**config.mk**
```make
export PLATFORM = sky130hd
export DESIGN_NAME = pwm_bank_avalon
export DESIGN_NICKNAME = d
export VERILOG_FILES = /design/src/rtl/pwm_bank_avalon.sv
export SDC_FILE = /design/constraint.sdc
export NUM_CORES = 1
export LEC_CHECK = 0
export ABC_AREA = 0
export BUFFER_PORTS_ARGS = -buffer_cell sky130_fd_sc_hd__buf_2
export CORE_ASPECT_RATIO = 1.2
export CORE_MARGIN = 10
export CORE_UTILIZATION = 45
export CTS_CLUSTER_SIZE = 10
export DETAILED_ROUTE_END_ITERATION = 10
export PLACE_DENSITY_LB_ADDON = 0.1
export SLEW_MARGIN = 20
export SYNTH_ARGS = -nofsm -noshare
export SYNTH_HDL_FRONTEND = slang
export SYNTH_SLANG_ARGS = --single-unit
```
**constraint.sdc**
```tcl
create_clock -name clk -period 4.1 [get_ports clk]
set_clock_uncertainty 0.15 [all_clocks]
set_input_delay 0.82 -clock clk [delete_from_list [all_inputs] [get_ports clk]]
set_output_delay 0.82 -clock clk [all_outputs]
set_load 0.01 [all_outputs]
```
**src/rtl/pwm_bank_avalon.sv**
```systemverilog
// Avalon-MM PWM bank: NUM_CH channels sharing one period counter, with shadowed
// period/duty registers that reload only at period boundaries (or every clock while disabled).

module pwm_lane #(
    parameter int CNT_W = 8
) (
    input  logic             clk,
    input  logic             reset,
    input  logic             wr,
    input  logic [CNT_W-1:0] wdata,
    input  logic             load,
    input  logic             en,
    input  logic [CNT_W-1:0] cnt,
    output logic [CNT_W-1:0] duty,
    output logic             pwm
);
    logic [CNT_W-1:0] duty_sh;

    always_ff @(posedge clk or posedge reset) begin
        if (reset) begin
            duty    <= '0;
            duty_sh <= '0;
            pwm     <= 1'b0;
        end else begin
            // shadow samples the pre-write value, so a write on a wrap waits one period
            if (load) duty_sh <= duty;
            if (wr)   duty    <= wdata;
            pwm <= en && (cnt < duty_sh);
        end
    end
endmodule

module pwm_bank_avalon #(
    parameter int NUM_CH = 4,
    parameter int CNT_W  = 8,
    parameter int ADDR_W = 5
) (
    input  logic              clk,
    input  logic              reset,
    input  logic [ADDR_W-1:0] address,
    input  logic              chipselect,
    input  logic              write_n,
    input  logic [31:0]       writedata,
    output logic [31:0]       readdata,
    output logic [NUM_CH-1:0] pwm_out,
    output logic              period_tick
);
    logic                         enable, pending;
    logic [CNT_W-1:0]             period, per_sh, cnt;
    logic [NUM_CH-1:0][CNT_W-1:0] duty;
    logic [NUM_CH-1:0]            duty_wr;
    logic                         wr, ctrl_wr, per_wr, wrap, load;
    logic                         unused_wdata;

    assign wr           = chipselect & ~write_n;
    assign ctrl_wr      = wr && (address == ADDR_W'(0));
    assign per_wr       = wr && (address == ADDR_W'(1));
    assign wrap         = (cnt == per_sh);
    assign load         = ~enable | wrap;
    assign unused_wdata = ^writedata[31:CNT_W];

    genvar g;
    generate
        for (g = 0; g < NUM_CH; g++) begin : g_lane
            assign duty_wr[g] = wr && (address == ADDR_W'(g + 2));
            pwm_lane #(.CNT_W(CNT_W)) u_lane (
                .clk   (clk),
                .reset (reset),
                .wr    (duty_wr[g]),
                .wdata (writedata[CNT_W-1:0]),
                .load  (load),
                .en    (enable),
                .cnt   (cnt),
                .duty  (duty[g]),
                .pwm   (pwm_out[g])
            );
        end
    endgenerate

    always_ff @(posedge clk or posedge reset) begin
        if (reset) begin
            enable      <= 1'b0;
            period      <= '0;
            per_sh      <= '0;
            cnt         <= '0;
            period_tick <= 1'b0;
            pending     <= 1'b0;
        end else begin
            period_tick <= enable & wrap;
            cnt         <= load ? '0 : cnt + 1'b1;
            if (load)    per_sh <= period;
            if (per_wr)  period <= writedata[CNT_W-1:0];
            if (ctrl_wr) enable <= writedata[0];
            // a write landing on the load cycle keeps the flag up
            if (per_wr || (|duty_wr)) pending <= 1'b1;
            else if (load)            pending <= 1'b0;
        end
    end

    always_comb begin
        readdata = '0;
        if (address == ADDR_W'(0))
            readdata = {30'b0, pending, enable};
        else if (address == ADDR_W'(1))
            readdata[CNT_W-1:0] = period;
        for (int i = 0; i < NUM_CH; i++)
            if (address == ADDR_W'(i + 2))
                readdata[CNT_W-1:0] = duty[i];
    end
endmodule

```
### Word level (Yosys, flattened, before mapping)

Cells that the tools add are included.

* $add $sub $neg: 1
* order comparisons: 4
* eq/ne operators: 6
* mux-type cells: 9
* bitwise logic cells: 5
* reductions and logical operators: 14

Operators by type and width (count)
* $mux W8: 7
* $lt A8 B8 Y1: 4
* $eq A5 B2 Y1 const B: 2
* $eq A5 B3 Y1 const B: 2
* $logic_and A1 B1 Y1: 10
* $add A8 B1 Y8 const B: 1
* $eq A8 B8 Y1: 1
* $eq A5 B1 Y1 const B: 1
* $logic_not A5 Y1: 1
* $reduce_or A4 Y1: 1
* $and A1 B1 Y1: 2
* $mux W1: 2
* $not A1 Y1: 2
* $reduce_bool A2 Y1: 1
* $logic_or A1 B1 Y1: 1
* $or A1 B1 Y1: 1

* register bits after elaboration: 95
* bits of input ports: 41
* output and inout bits: 37
* word-level logic and storage cells: 57

### Longest topological paths before layout

* depth after elaboration: 7
* mapped depth: 7
* mapped depth without buffers: 6

### Cells and area by module

A second synthesis with hierarchy kept.

* cell total of the unflattened synthesis: 444
* area, all modules: 4877.2 sq um

By module, submodules not included
* pwm_lane: times used 4, cells an instance 69, area each 794.5 sq um, sequential area each 425.4 sq um
* pwm_bank_avalon: times used 1, cells an instance 168, area each 1699.1 sq um, sequential area each 675.6 sq um

### Least setup slack after synthesis

OpenSTA, ideal clock, no wires.

* path kind: input -> output
* start point: input address[1]
* end point: output readdata[2]
* arrival time: 2088 ps
* data required time: 3130 ps
* setup slack: 1042 ps
* stages on the path: 5
* cells stage by stage: clkbuf_1 clkbuf_1 mux2_2 a22oi_1 o21ai_0

* longest elaborated chain between the ends: 7
* elaborated cells between the ends (all ways): 12

RTL lines
* start: declaration: RTL line 40 `input logic [ADDR_W-1:0] address,`
* $eq A5 B1 Y1: RTL line 104 `else if (address == ADDR_W'(1))`
* $mux W8: RTL line 104
* $mux W8: RTL line 102 `if (address == ADDR_W'(0))`
* $mux W8 (3 in a row): RTL line 107 `if (address == ADDR_W'(i + 2))`
* $mux W8 (*): RTL line 107
* end: declaration: RTL line 44 `output logic [31:0] readdata,`

Mark *: on every way between the ends. The rest lies on a longest branch, timed or not.

### Final worst setup path

* start point: input address[1]
* end point: output readdata[4]

The elaborated chain is that of the path after synthesis.

==> impl_metrics.py <==
metrics = {
    "grt": {
        "grt.overflow.total": 0,
        "grt_pass1_wl_um": 17800,
        "grt_start_max_net_pins": 72,
        "antenna_found_initial": 0,
        "grt.total_usage_pct": 14.8,
        "grt_pass1_vias": 3174,
    },
    "clock_network": {
        "cts_buffer_depth": 2,
        "clock_latency_ps": 340,
        "htreeDepth": 3,
        "cts_hold_buf": 0,
        "cts-root-buf": "clkbuf_16",
        "cts_sinks": 95,
        "cts_buffers": 9,
        "cts.repair.resized": 0,
        "post-cts-setup-buffers": 0,
        "cts_tree": "yes",
        "clk_pin_slew_ps": 60,
    },
    "floorplanning": {
        "io_pins": 78,
        "num_rows": 42,
        "die_y_um": 136,
        "coreArea_um2": 11000,
        "start_util_pct": 45.6,
        "die_area_um2": 15800,
        "fp.dieW_um": 116,
    },
    "placement": {
        "gp_congestion": 0.777,
        "hpwl_um": 7830,
        "port_buffers": 29,
    },
    "detailed_routing": {
        "via_count": 3123,
        "routedWlPerCell_um": 18.8,
        "vias_per_cell": 5.31,
        "drc": 0,
        "drt_first_pass_iters": 4,
        "initialDrtViolationCount": 84,
        "wl_um": 11000,
        "postRouteAntennaNets": 0,
    },
    "setup_path": {
        "worstSetupStartpointType": "input port",
        "worstRegToRegCells": 5,
        "reg2reg_setup_slack_ps": 1610,
        "cp_max_fo": 20,
        "timing.rr.end": "g_lane[2].u_lane.duty_sh[4]$_DFFE_PP0N_",
        "endpoint_kind": "primary output",
        "critPathKind": "in2out",
        "rr_startpoint": "cnt[5]$_DFF_PP0_",
        "crit_arrival_ps": 2370,
        "cp.required_ps": 3130,
    },
    "min_path": {
        "holdCritPathClass": "reg2reg",
        "hold_depth": 1,
        "hp-start": "g_lane[2].u_lane.duty_sh[2]$_DFFE_PP0N_",
        "holdPathEnd": "g_lane[2].u_lane.duty_sh[2]$_DFFE_PP0N_",
    },
    "synth": {
        "synth_edf_count": 0,
        "yosys.area.top_type": "dfrtp_1",
        "synthCells": 425,
        "synth_top_area_share_pct": 47.5,
        "yosys_warnings": 0,
        "ys.flop_type": "dfrtp_1",
        "asyncSetResetFlopFracSynth_pct": 100,
        "synth-seq-cells": 95,
        "ys_top_cells_by_area": "dfrtp_1 47%, mux2_2 20%, ha_1 7.2%, buf_4 4.2%, inv_1 2.3%",
        "synth.cell_area_um2": 5010,
        "synth.distinct_cells": 42,
        "ys_seq_area_share_pct": 47.5,
        "avgSynthCellArea_um2": 11.8,
    },
    "flow_run": {
        "drv_cap": 0,
    },
    "timing": {
        "period_share_pct": 81.4,
        "tns_ps": 0,
        "hold_ws_ps": 356,
        "fin_crit_ps": 3340,
        "worst_pin_slew_ps": 890,
        "setup_viol": 0,
        "fmax_ghz": 0.300,
        "report.final.slew_viol_count": 0,
        "hold_viol": 0,
        "grt_setup_unrepaired": "false",
        "max_slew_margin_pct": 40.6,
    },
    "finish": {
        "fin_nets": 521,
        "nFillCells": 1027,
        "final_common_cell": "dfrtp_1",
        "drive_above_1_share_pct": 31.8,
        "area_growth_pct": 9.62,
        "final_cell_mix": "95 x dfrtp_1, 87 x mux2_2, 30 x inv_1",
        "antenna_cells_inserted": 0,
    },
    "pwr": {
        "max-vdd-ir-drop_mv": 0.293,
        "p_per_area_nw_per_um2": 455,
        "p_leak_nw": 2.66,
    },
    "outcome": {
        "status": "completed",
    },
}
area by class of cell:
class                           count  area (um2)  share of cell area, %
Sequential cell                    95        2380                   43.3
Multi-Input combinational cell    279        2330                   42.4
Clock buffer                       11         253                   4.61
Timing Repair Buffer               35         190                   3.47
Tap cell                          132         165                   3.01
Inverter                           31         119                   2.17
Clock inverter                      5        56.3                   1.03
worst max-delay path by stage:
stage                          start  cells after the start  slack, ps                to
final                     address[1]                      7        760       readdata[4]
after floorplan                reset                      1        650  cnt[0]$_DFF_PP0_
after detailed placement  address[1]                      7        760       readdata[4]
after global placement    address[1]                      7        760       readdata[4]
after global routing      address[1]                      7        630       readdata[3]
after CTS                 address[1]                      7        760       readdata[4]
per-stage QoR:
stage	power [mW]	instances	worst slack [ps]	util, %	instance area [um2]
global placement	1.64	572	763	47.2	5180
CTS	2.53	588	760	50.0	5490
detailed placement	1.66	572	760	47.2	5180
global route	2.63	588	629	50.0	5490
finish	2.50	588	763	50.0	5490
floorplan	1.53	448	653	-	5090
synthesized netlist by cell type (all sizes together) (2+ instances only):
cell	number
o21a	8
nand2	12
mux2	87
a31oi	4
o22ai	2
nand2b	7
xnor2	9
nor2	18
nand3b	4
dfrtp	95
or2	2
a22oi	4
nor2b	5
o21ai	14
and3	2
a211oi	6
ha	29
a21oi	9
nor3	4
inv	31
buf	36
clkbuf	7
nor4	2
nand3	6
xor2	5
o31ai	4
routing by layer:
metal  track usage, %  share of wire, %  wire (um)
met5                0                 0          0
met1             20.3                48       5340
met2             23.0                47       5160
met3             2.88               3.3        369
met4             4.46               1.5        166
flip-flops by register name, indices dropped and copies added (netlist names):
register               count
cnt                        8
enable                     1
g_lane.u_lane.duty        32
g_lane.u_lane.duty_sh     32
g_lane.u_lane.pwm          4
pending                    1
per_sh                     8
period                     8
period_tick                1
power by group:
group          internal, mW  leakage, nW  switching, mW
Clock                 0.505        0.152          0.359
Combinational         0.227         1.24          0.233
Sequential             1.07         1.27          0.101
critical path: stages:
cell and delay [ps]:
buf_2 260, nor4b_2 300, buf_4 240, nand2_1 260
o21ai_0 270, nor3_1 70, buf_2 150
logic make-up after synthesis:
group           share of synthesized area, %
flops                                   47.5
buf+inv                                 8.10
xor+xnor                                2.45
fa+ha+maj                               7.25
compound gates                          7.45
mux                                     19.8
simple gates                            7.42
other cells                           0.0749
(Power assumes the default switching activity.)
